==> config.mk <==
export PLATFORM = sky130hd
export DESIGN_NAME = regfile_param
export DESIGN_NICKNAME = d
export VERILOG_FILES = /design/src/rtl/regfile_param.sv
export SDC_FILE = /design/constraint.sdc
export NUM_CORES = 1
export LEC_CHECK = 0
export BUFFER_PORTS_ARGS = -buffer_cell sky130_fd_sc_hd__buf_2
export CORE_MARGIN = 4
export CORE_UTILIZATION = 45
export CTS_CLUSTER_DIAMETER = 120
export DETAILED_ROUTE_END_ITERATION = 6
export HOLD_SLACK_MARGIN = 0.06
export SETUP_SLACK_MARGIN = 0.05
export SYNTH_ARGS = -nofsm -noshare
export SYNTH_HDL_FRONTEND = slang
export SYNTH_SLANG_ARGS = --single-unit
==> constraint.sdc <==
create_clock -name clk -period 3 [get_ports clk]
set_input_delay 0 -clock clk [delete_from_list [all_inputs] [get_ports clk]]
set_output_delay 0 -clock clk [all_outputs]
set_load 0.005 [all_outputs]
==> src/rtl/regfile_param.sv <==
// Parameterised register file: one write port, two combinational read ports,
// optional hardwired-zero register 0, optional write-to-read forwarding and a clear sweep FSM.
module regfile_param #(
    parameter int WIDTH    = 16,
    parameter int AW       = 3,
    parameter int ZERO_REG = 1,
    parameter int BYPASS   = 1
) (
    input  logic             clk,
    input  logic             reset,
    input  logic             we3,
    input  logic [AW-1:0]    wa3,
    input  logic [WIDTH-1:0] wd3,
    input  logic [AW-1:0]    ra1,
    input  logic [AW-1:0]    ra2,
    input  logic             clr,
    output logic [WIDTH-1:0] rd1,
    output logic [WIDTH-1:0] rd2,
    output logic             busy
);

    localparam int N = 1 << AW;

    typedef enum logic {
        S_IDLE  = 1'b0,
        S_CLEAR = 1'b1
    } state_t;

    state_t           r_state;
    state_t           w_state_nx;
    logic [AW-1:0]    r_idx;
    logic [AW-1:0]    w_idx_nx;
    logic [WIDTH-1:0] r_mem [N];

    logic             w_we;
    logic [AW-1:0]    w_waddr;
    logic [WIDTH-1:0] w_wdata;
    logic             w_rd_live;

    // Read mux: zero while sweeping or in reset, then zero-register, then forwarding.
    function automatic logic [WIDTH-1:0] f_read(
        input logic             live,
        input logic [AW-1:0]    ra,
        input logic [WIDTH-1:0] stored,
        input logic             fwd_we,
        input logic [AW-1:0]    fwd_wa,
        input logic [WIDTH-1:0] fwd_wd
    );
        if (!live)
            return '0;
        if ((ZERO_REG != 0) && (ra == '0))
            return '0;
        if ((BYPASS != 0) && fwd_we && (fwd_wa == ra))
            return fwd_wd;
        return stored;
    endfunction

    always_comb begin
        w_state_nx = r_state;
        w_idx_nx   = r_idx;
        w_we       = 1'b0;
        w_waddr    = wa3;
        w_wdata    = wd3;
        case (r_state)
            S_IDLE: begin
                // A clear request wins over a same-cycle write.
                if (clr) begin
                    w_state_nx = S_CLEAR;
                    w_idx_nx   = '0;
                end else if (we3 && !((ZERO_REG != 0) && (wa3 == '0))) begin
                    w_we = 1'b1;
                end
            end
            S_CLEAR: begin
                w_we     = 1'b1;
                w_waddr  = r_idx;
                w_wdata  = '0;
                w_idx_nx = r_idx + 1'b1;
                if (r_idx == '1)
                    w_state_nx = S_IDLE;
            end
            default: begin
                w_state_nx = S_CLEAR;
                w_idx_nx   = '0;
            end
        endcase
    end

    always_ff @(posedge clk) begin
        if (reset) begin
            r_state <= S_CLEAR;
            r_idx   <= '0;
        end else begin
            r_state <= w_state_nx;
            r_idx   <= w_idx_nx;
        end
    end

    always_ff @(posedge clk) begin
        if (!reset && w_we)
            r_mem[w_waddr] <= w_wdata;
    end

    assign w_rd_live = (r_state == S_IDLE) && !reset;

    assign rd1  = f_read(w_rd_live, ra1, r_mem[ra1], we3, wa3, wd3);
    assign rd2  = f_read(w_rd_live, ra2, r_mem[ra2], we3, wa3, wd3);
    assign busy = (r_state == S_CLEAR);

endmodule

# --- After elaboration in Yosys (flattened, before gate mapping) ---
# Memory sizes are Yosys's and may differ from the RTL's.
# Index checks and enable logic that the tools add are counted.
totals:
  reg_bits: 4
  elab_cells: 52
  romBits: 0
  input_bits: 29
  mem_count: 1
  out_inout_bits: 33
  latch_bits: 0
  ramBits: 128
classes:
  n_addsub: 1
  n_mul: 0
  n_div: 0
  order_cmp: 0
  shift: 0
  reduce_logical: 10
  n_mux: 33
  eq_ne: 4
  bitwise: 1
mem_list:
  columns: ["name", "words", "width", "rd", "rd_ports_with_merged_regs", "write_ports", "line", "source"]
  rows:
  - ["r_mem", 8, 16, 2, 0, 1, "33", "logic [WIDTH-1:0] r_mem [N];"]
op_table:
  columns: ["operator", "count"]
  rows:
  - ["16-bit two-way mux", 12]
  - ["1-bit two-way mux", 16]
  - ["3-bit logical NOT", 3]
  - ["3-bit == test", 2]
  - ["3-bit two-way mux", 2]
  - ["3-bit case mux with 2 select lines", 1]
  - ["1-bit logical AND", 5]
  - ["1-bit case mux with 2 select lines", 2]
  - ["3-bit by 1-bit adder with 3-bit output (second input constant)", 1]
  - ["3-bit == test (second input constant)", 1]
  - ["1-bit logical NOT", 2]
  - ["2-bit inequality test (second input constant)", 1]
  - ["1-bit NOT", 1]

# --- Depth between registers and ports, before layout ---
logic_depth:
  ltp_word: 9
  depth_mapped: 7
  mapped_depth_nobuf: 4

# --- Worst setup path before layout ---
# No wires, ideal clock.
synth_timing:
  path_kind: "register to register"
  startpoint: "reg r_state (netlist: busy)"
  endpoint: "mem r_mem[0][0] (enable)"
  arrival_ps: 1591
  path_buffers: 1
  t_required_ps: 2612
  setup_slack_ps: 1020
  stages_incl_launch_ff: 5
  synth_period_minus_slack_ps: 1980
  cell_sequence: "dfxtp_1 > clkbuf_1 > nor3_1 > o21ai_0 > nor2_1"
synth_between:
  elab_chain_cells: 5
synth_rtl:
  columns: ["item", "line", "source"]
  rows:
  - ["from (decl)", "29", "state_t r_state;"]
  - ["from (signal assigned)", "94", "r_state <= w_state_nx;"]
  - ["1-bit NOT", "64", "case (r_state)"]
  - ["1-bit case mux with 2 select lines", "64", null]
  - ["1-bit logical AND", "100", "if (!reset && w_we)"]
  - ["1-bit two-way mux", "100", null]
  - ["1-bit two-way mux (not written as such)", "101", "r_mem[w_waddr] <= w_wdata;"]
  - ["to (decl)", "33", null]
# Parallel ways exist; a longest one is shown, timed or not.

# --- Worst setup path after layout ---
layout_timing:
  startpoint: "reg r_state (netlist: busy)"
  endpoint: "mem r_mem[2][0] (enable)"
# The elaborated chain is that of the path after synthesis.

==> metrics.md <==
| Metric | Value |
|---|---|
| Remaining Overflow, GRT | 0 |
| Reg clk slew, reported paths | 0.06 ns |
| Critical path arrival | 2.37 ns |
| HP Start | wd3[3] |
| Largest net degree at the start of global routing | 35 |
| GR Util All Layers | 0.1978 |
| Post-Synth Adder-Cell Area | 0.003642 |
| Slew Limit Fails | 0 |
| Register area share after synthesis | 0.5711 |
| FF/Latch Area | 0.003924 mm2 |
| Worst reg2reg endpoint | r_mem[2][0] |
| Clk sinks | 132 |
| Rows | 44 |
| Post-Syn Instances | 392 |
| Post-synthesis net count | 423 |
| Mux cell area share after synthesis | 0.2810 |
| Final setup violation count | 0 |
| First-pass GRT wire length | 25650 um |
| Max Cap Viol | 0 |
| Top post-synthesis cells by count | 128 x edfxtp_1, 47 x nor2_1, 42 x mux4_1 |
| Hold Fails Final Rpt | 0 |
| Tmin final | 2.258 ns |
| Synth unique cells | 29 |
| Multi-input gate area | 0.002688 mm2 |
| Area share of the largest cell type after synthesis | 0.5595 |
| Fmax achieved | 442.9 MHz |
| Post-Syn Area | 0.006870 mm2 |
| Largest family of logic cells by synthesized area | multiplexers |
| Final Wtd Congestion | 0.7865 |
| Hold EP | r_mem[3][3] |
| Deepest clock path buffer count | 2 |
| Detailed Route WL | 16770 um |
| Top-count cell post-synth | edfxtp_1 |
| Layout cells sized above 1 | 0.2842 |
| Power Density | 560.1 mW/mm2 |
| IO Port Bufs | 61 |
| Antenna Cells | 0 |
| Final net count | 493 |
| Origin of the critical flop-to-flop path | busy |
| Clock Latency Late Sink | 0.41 ns |
| R2R depth | 5 |
| Initial antenna violation count | 0 |
| Worst setup EP type | flip-flop |
| Synth Area in Compound Gates | 0.04662 |
| CTS tree | yes |
| Setup CP Type | flip-flop to flip-flop |
| Worst hold path class | input port to flip-flop |
| Iteration-0 DRC Markers | 296 |
| Synth Flop Type | edfxtp_1 |
| Root buf cell | clkbuf_16 |
| Pre-CTS setup slack | 0.7500 ns |
| Syn Area/Cell | 17.53 um2 |
| Via/cell ratio | 6.202 |
| Die X | 131.6 um |
| Inserted Clock Buffers | 17 |
| Slack of the critical path | 0.7422 ns |
| Post-synth top area cell | edfxtp_1 |
| Pleak | 2.939 nW |
| XOR/XNOR Fraction of Synth Area | 0.008742 |
| Die footprint | 0.01731 mm2 |
| Final Cycle Share | 0.7526 |
| Hold_buf cts | 3 |
| Setup tns final | 0 ns |
| Max_slew headroom | 0.4637 |
| H-tree lvl count | 4 |
| # fillers | 1187 |
| Die H | 131.6 um |
| Unrepaired setup endpoints after global routing | false |
| Worst-Margin Slew | 0.8015 ns |
| Via count | 4087 |
| EDFF count, synth | 128 |
| Critical Path Max Stage Delay | 0.65 ns |
| Worst setup SP type | flip-flop |
| Post-synthesis simple-gate area fraction | 0.05117 |
| Post-synthesis to final-layout area growth | 15.55% |
| Critical path cell sequence | inv_1 -> a21oi_1 -> o21ai_0 -> nor2_1 -> buf_4 |
| DRC errors left | 0 |
| Post-DRT Antenna Nets | 0 |
| Asr flop ratio synth | 0 |
| Initial Util | 0.4657 |
| Synth area leaders | edfxtp_1 56%, mux4_1 16%, mux4_2 7.2% |
| HPWL Detailed | 10250 um |
| Yosys warnings | 0 |
| Number of I/O pins | 62 |
| Clock skew | 0.01637 ns |
| Slowest-stage cell, CP | nor2_1 |
| Crit-path max FO | 9 |
| Req. time, crit path | 3.11 ns |
| Core Footprint | 0.01475 mm2 |
| Worst IR Drop VDD | 0.0003435 V |
| Pre-antenna DRT Iters | 5 |
| Post-CTS Setup Bufs | 0 |
| Yosys reg bits | 132 |
| Hold Path Stages | 2 |
| Post-CTS Resized | 0 |
| Number of global-route vias before repair | 4215 |
| Register-to-register setup slack | 0.74 ns |
| WL/cell | 25.45 um |
| Outcome | finished, final reports clean |
## stage by stage
step,total power [W],hold WS (ns),cell area (um2),cells,util
2_1_floorplan,0.002365,0.07238,6870,392,-
3_3_place_gp,0.002462,0.2660,7333,624,0.4970
3_5_place_dp,0.002469,0.2746,7333,624,0.4970
4_1_cts,0.004484,0.08620,7939,659,0.5381
5_1_grt,0.004598,0.1091,7939,659,0.5381
6_report,0.004446,0.1016,7939,659,0.5381
## report_power, final
group          leakage (nW)  internal, W  switching, W  total, W
Sequential             1.23      0.00205     0.0000208   0.00207
Combinational          1.44     0.000170      0.000190  0.000360
Clock                 0.272      0.00129      0.000720   0.00201
## cells in the final DEF (no fill, tap or decap), types with 4 or more instances in the layout
master and instances:
edfxtp_1 128, buf_2 61, nor2_1 47, mux4_1 42
mux2i_1 32, a211oi_1 32, mux4_2 22, buf_4 18
clkbuf_16 17, nor2b_1 16, xnor2_1 5, a21oi_1 5
nor3_1 5, a31oi_1 4, dfxtp_1 4, clkbuf_1 4
## per-layer routing
| metal | global-route usage | share of wire | up-vias |
|---|---|---|---|
| met5 | 0 | 0 | - |
| met4 | 0.07351 | 0.018 | 0 |
| met3 | 0.04128 | 0.056 | 22 |
| met2 | 0.3123 | 0.48 | 146 |
| met1 | 0.2737 | 0.45 | 2124 |
| li1 | - | - | 1795 |
## worst max-delay path, delay by kind of cell, from the launching register on
kind / cells / cell delay [ns]
AO/OA/AOI/OAI: 2 / 0.35
buffers and inverters: 2 / 0.45
AND/OR/NAND/NOR: 1 / 0.65
flip-flops: 1 / 0.48
## flip-flops by register name, indices dropped and copies added (netlist names)
register  cells
r_mem       128
r_idx         3
busy          1
## kinds of logic (layout without fill, tap and decap cells)
family          Yosys count  in the layout
fa+ha+maj                 2              2
mux                      97             97
xor+xnor                  6              6
simple gates             75             75
flops                   132            132
buf+inv                  36            119
compound gates           44             44
## final cells by class
cell class,instances,share of cell area
flip-flops and latches,132,0.4942
clock buffers,21,0.05548
clock inverters,11,0.01702
repair buffers,84,0.06430
inverters,3,0.001418
well taps,184,0.02900
multi-input cells,224,0.3385
## how the worst max path moves through the flow
stage	start	end	slack, ns	cells after the start
global route	busy	r_mem[2][0]	0.55	5
finish	busy	r_mem[2][0]	0.74	5
floorplan	busy	r_mem[0][0]	1.02	4
global placement	busy	r_mem[2][2]	0.86	5
detailed placement	busy	r_mem[2][14]	0.75	5
CTS	busy	r_mem[2][0]	0.70	5
(Power assumes the default switching activity.)
